## config.mk

```make
export PLATFORM = sky130hd
export DESIGN_NAME = fetch_stage
export DESIGN_NICKNAME = d
export VERILOG_FILES = /design/src/rtl/fetch_stage.sv
export SDC_FILE = /design/constraint.sdc
export NUM_CORES = 1
export LEC_CHECK = 0
export BUFFER_PORTS_ARGS = -buffer_cell sky130_fd_sc_hd__buf_2
export CAP_MARGIN = 0
export CORE_MARGIN = 2
export CORE_UTILIZATION = 55
export CTS_CLUSTER_SIZE = 40
export DETAILED_ROUTE_END_ITERATION = 12
export PLACE_DENSITY = 0.9
export SETUP_SLACK_MARGIN = 0.02
export SLEW_MARGIN = 30
export SYNTH_ARGS = -nofsm -noshare
export SYNTH_HDL_FRONTEND = slang
export SYNTH_SLANG_ARGS = --single-unit
```

## constraint.sdc

```tcl
create_clock -name clk -period 7.85 [get_ports clk]
set_input_delay 0.785 -clock clk [delete_from_list [all_inputs] [get_ports clk]]
set_output_delay 0.785 -clock clk [all_outputs]
set_load 0.03 [all_outputs]
```

## src/rtl/fetch_stage.sv

```systemverilog
// fetch_stage: instruction-fetch front end feeding decode.
// Issues reads to a 1-cycle synchronous instruction ROM. Returning words are
// buffered with their PCs in a 2-entry skid FIFO and presented to decode over
// valid/ready. Redirects from execute flush the FIFO. An epoch bit tags each
// fetch so that responses issued before a redirect are dropped.
//
// Optional feature macro: FETCH_MISALIGN_TRAP_EN
//   defined   : a misaligned redirect target raises a sticky misalign_fault and
//               halts fetch until an aligned redirect or reset.
//   undefined : redirect_pc[1:0] are ignored and misalign_fault is tied 0.
//
// Ports:
//   clk, rst_n        clock (rising edge), asynchronous active-low reset
//   imem_addr/en      ROM byte address (= pc) and read enable
//   imem_dout         ROM read data, valid the cycle after imem_en
//   out_valid/ready   handshake to decode
//   out_pc/out_instr  head-of-FIFO {pc, instr} pair
//   redirect_valid/pc PC change request from execute
//   misalign_fault    sticky misaligned-redirect flag (trap build only)
module fetch_stage #(
    parameter int unsigned     XLEN       = 32,
    parameter logic [XLEN-1:0] RESET_PC   = '0,
    parameter int unsigned     FIFO_DEPTH = 2
) (
    input  logic            clk,
    input  logic            rst_n,
    output logic [XLEN-1:0] imem_addr,
    output logic            imem_en,
    input  logic [XLEN-1:0] imem_dout,
    output logic            out_valid,
    input  logic            out_ready,
    output logic [XLEN-1:0] out_pc,
    output logic [XLEN-1:0] out_instr,
    input  logic            redirect_valid,
    input  logic [XLEN-1:0] redirect_pc,
    output logic            misalign_fault
);

    localparam int unsigned OCC_W = 3;

    typedef struct packed {
        logic [XLEN-1:0] pc;
        logic [XLEN-1:0] instr;
    } entry_t;

    logic [XLEN-1:0] pc;
    logic [XLEN-1:0] req_pc;
    logic            inflight;
    logic            epoch;
    logic            req_epoch;
    entry_t          fifo [2];
    logic            rd_ptr;
    logic            wr_ptr;
    logic [1:0]      count;

    logic             pop_c;
    logic             push_c;
    logic [OCC_W-1:0] occ_c;
    logic [XLEN-1:0]  redirect_tgt_c;

    // Misaligned-target handling: trap and halt, or silently align.
`ifdef FETCH_MISALIGN_TRAP_EN
    logic fault_q;

    always_ff @(posedge clk or negedge rst_n) begin
        if (!rst_n) begin
            fault_q <= 1'b0;
        end else if (redirect_valid) begin
            fault_q <= |redirect_pc[1:0];
        end
    end

    assign misalign_fault = fault_q;
    assign redirect_tgt_c = redirect_pc;
`else
    assign misalign_fault = 1'b0;
    assign redirect_tgt_c = redirect_pc & ~XLEN'(3);
`endif

    // Occupancy counts the inflight fetch as already buffered, so a push
    // always finds a free slot (a same-cycle pop frees one in advance).
    assign pop_c  = out_valid & out_ready;
    assign occ_c  = OCC_W'(count) + OCC_W'(inflight) - OCC_W'(pop_c);
    assign push_c = inflight & (req_epoch == epoch) & ~redirect_valid;

    // rst_n gates the enable so the ROM sees no read while reset is asserted.
    assign imem_en   = rst_n & ~redirect_valid & ~misalign_fault
                     & (occ_c < OCC_W'(FIFO_DEPTH));
    assign imem_addr = pc;

    assign out_valid = (count != 2'd0) & ~misalign_fault;
    assign out_pc    = fifo[rd_ptr].pc;
    assign out_instr = fifo[rd_ptr].instr;

    // PC, request tracking and skid FIFO state.
    always_ff @(posedge clk or negedge rst_n) begin
        if (!rst_n) begin
            pc        <= RESET_PC;
            req_pc    <= '0;
            inflight  <= 1'b0;
            epoch     <= 1'b0;
            req_epoch <= 1'b0;
            rd_ptr    <= 1'b0;
            wr_ptr    <= 1'b0;
            count     <= 2'd0;
            for (int i = 0; i < 2; i++) begin
                fifo[i] <= '0;
            end
        end else if (redirect_valid) begin
            pc       <= redirect_tgt_c;
            epoch    <= ~epoch;
            inflight <= 1'b0;
            rd_ptr   <= 1'b0;
            wr_ptr   <= 1'b0;
            count    <= 2'd0;
        end else begin
            inflight <= imem_en;
            if (imem_en) begin
                req_pc    <= pc;
                req_epoch <= epoch;
                pc        <= pc + XLEN'(4);
            end
            if (push_c) begin
                fifo[wr_ptr] <= '{pc: req_pc, instr: imem_dout};
                wr_ptr       <= ~wr_ptr;
            end
            if (pop_c) begin
                rd_ptr <= ~rd_ptr;
            end
            count <= count + 2'(push_c) - 2'(pop_c);
        end
    end

    // A push into a full FIFO without a simultaneous pop would lose data.
    assert property (@(posedge clk) disable iff (!rst_n)
                     !(push_c && (count == 2'd2) && !pop_c));

endmodule
```

==> results.md <==
* CP top delay family: simple AND/OR/NAND/NOR gates
* CP Buf/Inv Count at 2
* WL met1 at 8.25 mm
* Max IR drop VDD at 0.174 mV
* Vias per cell at 5.60
* Setup repair bufs after CTS at 0
* Final Hold Viols at 0
* Status: finished clean
* Starting Density at 0.559
* Hold/Removal Path Class: input port to async pin
* Final ANT Viol Nets at 0
* Most frequent cells in the layout: dfrtp_1 (190), mux2_2 (182), buf_2 (158), nand2_1 (126), nand3_1 (19)
* FFs w/ async S/R, synth at 1.00
* Switching share of power at 0.387
* Fin util at 0.651
* Largest area contributor in the netlist: dfrtp_1
* Critical setup path kind: flip-flop to output port
* Max Slew Vio Count at 0
* Distinct cells, synth at 55
* Max Used Layer: met4
* Max Cap Viol at 0
* Ys flop type: dfrtp_1
* Tcrit/Tclk final at 0.539
* Resized Gates After CTS at 0
* DRT Wirelength at 19.0 mm
* Root Driver: clkbuf_16
* Setup-failing EPs final at 0
* Crit-path slowest cell: fa_1
* RSZ-0062 raised after global routing: false
* Sequential share of power at 0.411
* Fmax at 236 MHz
* Crit-path most repeated cell: or2_2
* Post-route DRC violation count at 0
* I/O pin cnt at 167
* Via count at 6096
* Final Power at 0.00403 W
* Full die area at 17100 um2
* Syn Inst Count at 717
* Leakage Power at 5.13 nW
* CP Data Arrival Time at 3.45 ns
* Yosys top cell area share at 0.542
* Area contributors post-synth: dfrtp_1 (54%), mux2_2 (23%), nand2_1 (5.4%)
* Cts hold-fix bufs at 0
* Fraction of layout instances using a drive strength above 1 at 0.451
* Synth warnings at 0
* Critical-path maximum fanout at 42
* CTS tree: yes
* Clock period minus worst slack at 4.23 ns
* Min Hold Slack at 0.298 ns
* Initial antenna violation count at 0
* Vias in the first global route at 6106
* Worst Tran Pin Value at 0.848 ns
* Syn-to-layout area delta at 16.5%
* Die height at 131 um
* Gate power share at 0.385
* Wire length per cell at 17.5 um
* Seq/Total Area, Yosys at 0.542
* Met2 wire length at 9.11 mm
* Clk buf depth at 2
* Input/output buffers at 159
* Power per cell area at 392 nW/um2
* Gr usage total at 0.231
* EDFF count, synth at 0
* Drt first-iter violations at 365
* Post-DP HPWL at 12.6 mm
* Diodes inserted at 0
* WL met3 at 1.34 mm
* Core box area at 15800 um2
* CTS buffer count at 17
* Slowest cell delay on critical path at 0.56 ns
* Pre-antenna DRT Iters at 5
* Die width at 131 um
* H-tree Lvls at 4
* Worst-Skew Late Latency at 0.43 ns
* Num rows at 46
* Clk network pwr share at 0.204
* Global-route wire length before repair at 30.6 mm
* Pin count of the biggest net entering global routing at 75
* Critical Path RT at 7.07 ns
* Clock sink count at 191
* Fin nets at 933
* Commonest non-fill, non-tap cell in the layout: dfrtp_1
* Pint at 0.00247 W
* Setup_tns at 0 ns
* Startpoint types: flip-flop
* Critical Path, Cell by Cell: or2_2 -> and2_1 -> ha_1 -> nand2b_1 -> fa_1 -> nand3b_4 -> or2_2 -> inv_6 -> buf_2
* Synthesized area per cell at 12.3 um2
* Net Switching at 0.00156 W
* Gpl congestion at 0.866
* Layout Skew at 0.00823 ns
* Type of element capturing the critical path: output port
* #FFs+latches synth at 191
* Slew headroom at 0.429
* Area of the mapped netlist at 8820 um2
* Clock-pin slew on the worst setup and hold paths at 0.06 ns
* Grt total ovfl at 0
## power by group through the flow
stage	registers (W)	clock network, W	logic [W]
after floorplan	0.00163	0	0.00116
after global placement	0.00164	0	0.00152
after detailed placement	0.00167	0	0.00156
after CTS	0.00165	0.000832	0.00157
after global routing	0.00171	0.000878	0.00168
final	0.00166	0.000819	0.00155
## state kept, by name (all words and copies together), names as in the netlist
register and cells:
fifo 124, imem_addr 30, req_pc 30, count 2, epoch 1, inflight 1, rd_ptr 1, req_epoch 1
wr_ptr 1
## final timing paths
check	from	end	slack, ns	cells after the start
max	count[1]	imem_en	3.62	9
min	rst_n	fifo[29]	0.30	1
max reg2reg	count[1]	imem_addr[10]	4.31	10
min reg2reg	fifo[79]	fifo[79]	0.49	1
max in group asynchronous	rst_n	req_pc[4]	6.36	2
min in group clk	fifo[79]	fifo[79]	0.49	1
## synthesized netlist by cell type (3+ instances only)
cell      count
dfrtp_1     191
mux2_2      182
nand2_1     126
buf_2        19
nand3_1      19
nand4_1      15
buf_4        12
nor2_1       12
clkbuf_1     10
o21ai_0      10
o21ai_1      10
inv_1         8
a221o_1       7
o211ai_1      7
and3_1        6
mux2i_1       6
a31oi_1       5
xor2_1        5
ha_1          4
mux2_1        4
nor3_1        4
or3_1         4
xnor2_1       4
a22oi_1       3
nor4_1        3
## cell type report
class	count	area, um2
timing repair buffer	165	853
clock inverter	8	82.6
fill	1247	5500
sequential	191	4780
multi-input combinational	476	3770
inverter	9	38.8
clock buffer	23	478
tap	216	270
## routing by layer
layer  vias to the layer above  track usage
li1                       2812            -
met1                      2999        0.313
met2                       259        0.371
met3                        26       0.0521
met4                         0       0.0788
met5                         -            0
## cell families (layout without fill, tap and decap cells)
family	after synthesis	after routing	share of synthesized area
muxes	192	192	0.244
adders and majority gates	5	5	0.00794
xor gates and xnor gates	10	10	0.0108
buffers and inverters	54	205	0.0331
AOI/OAI and AO/OA	55	55	0.0437
DFF	191	191	0.542
and+or+nand+nor	209	209	0.118
other	1	5	0.000425
## per-stage QoR
stage	instance area, um2	setup slack, ns	cells
2_1_floorplan	8830	4.17	721
3_3_place_gp	9710	4.01	1057
3_5_place_dp	9710	4.00	1057
4_1_cts	10300	3.59	1088
5_1_grt	10300	3.48	1088
6_report	10300	3.62	1088
No activity file was read; power rests on OpenSTA's default activity.
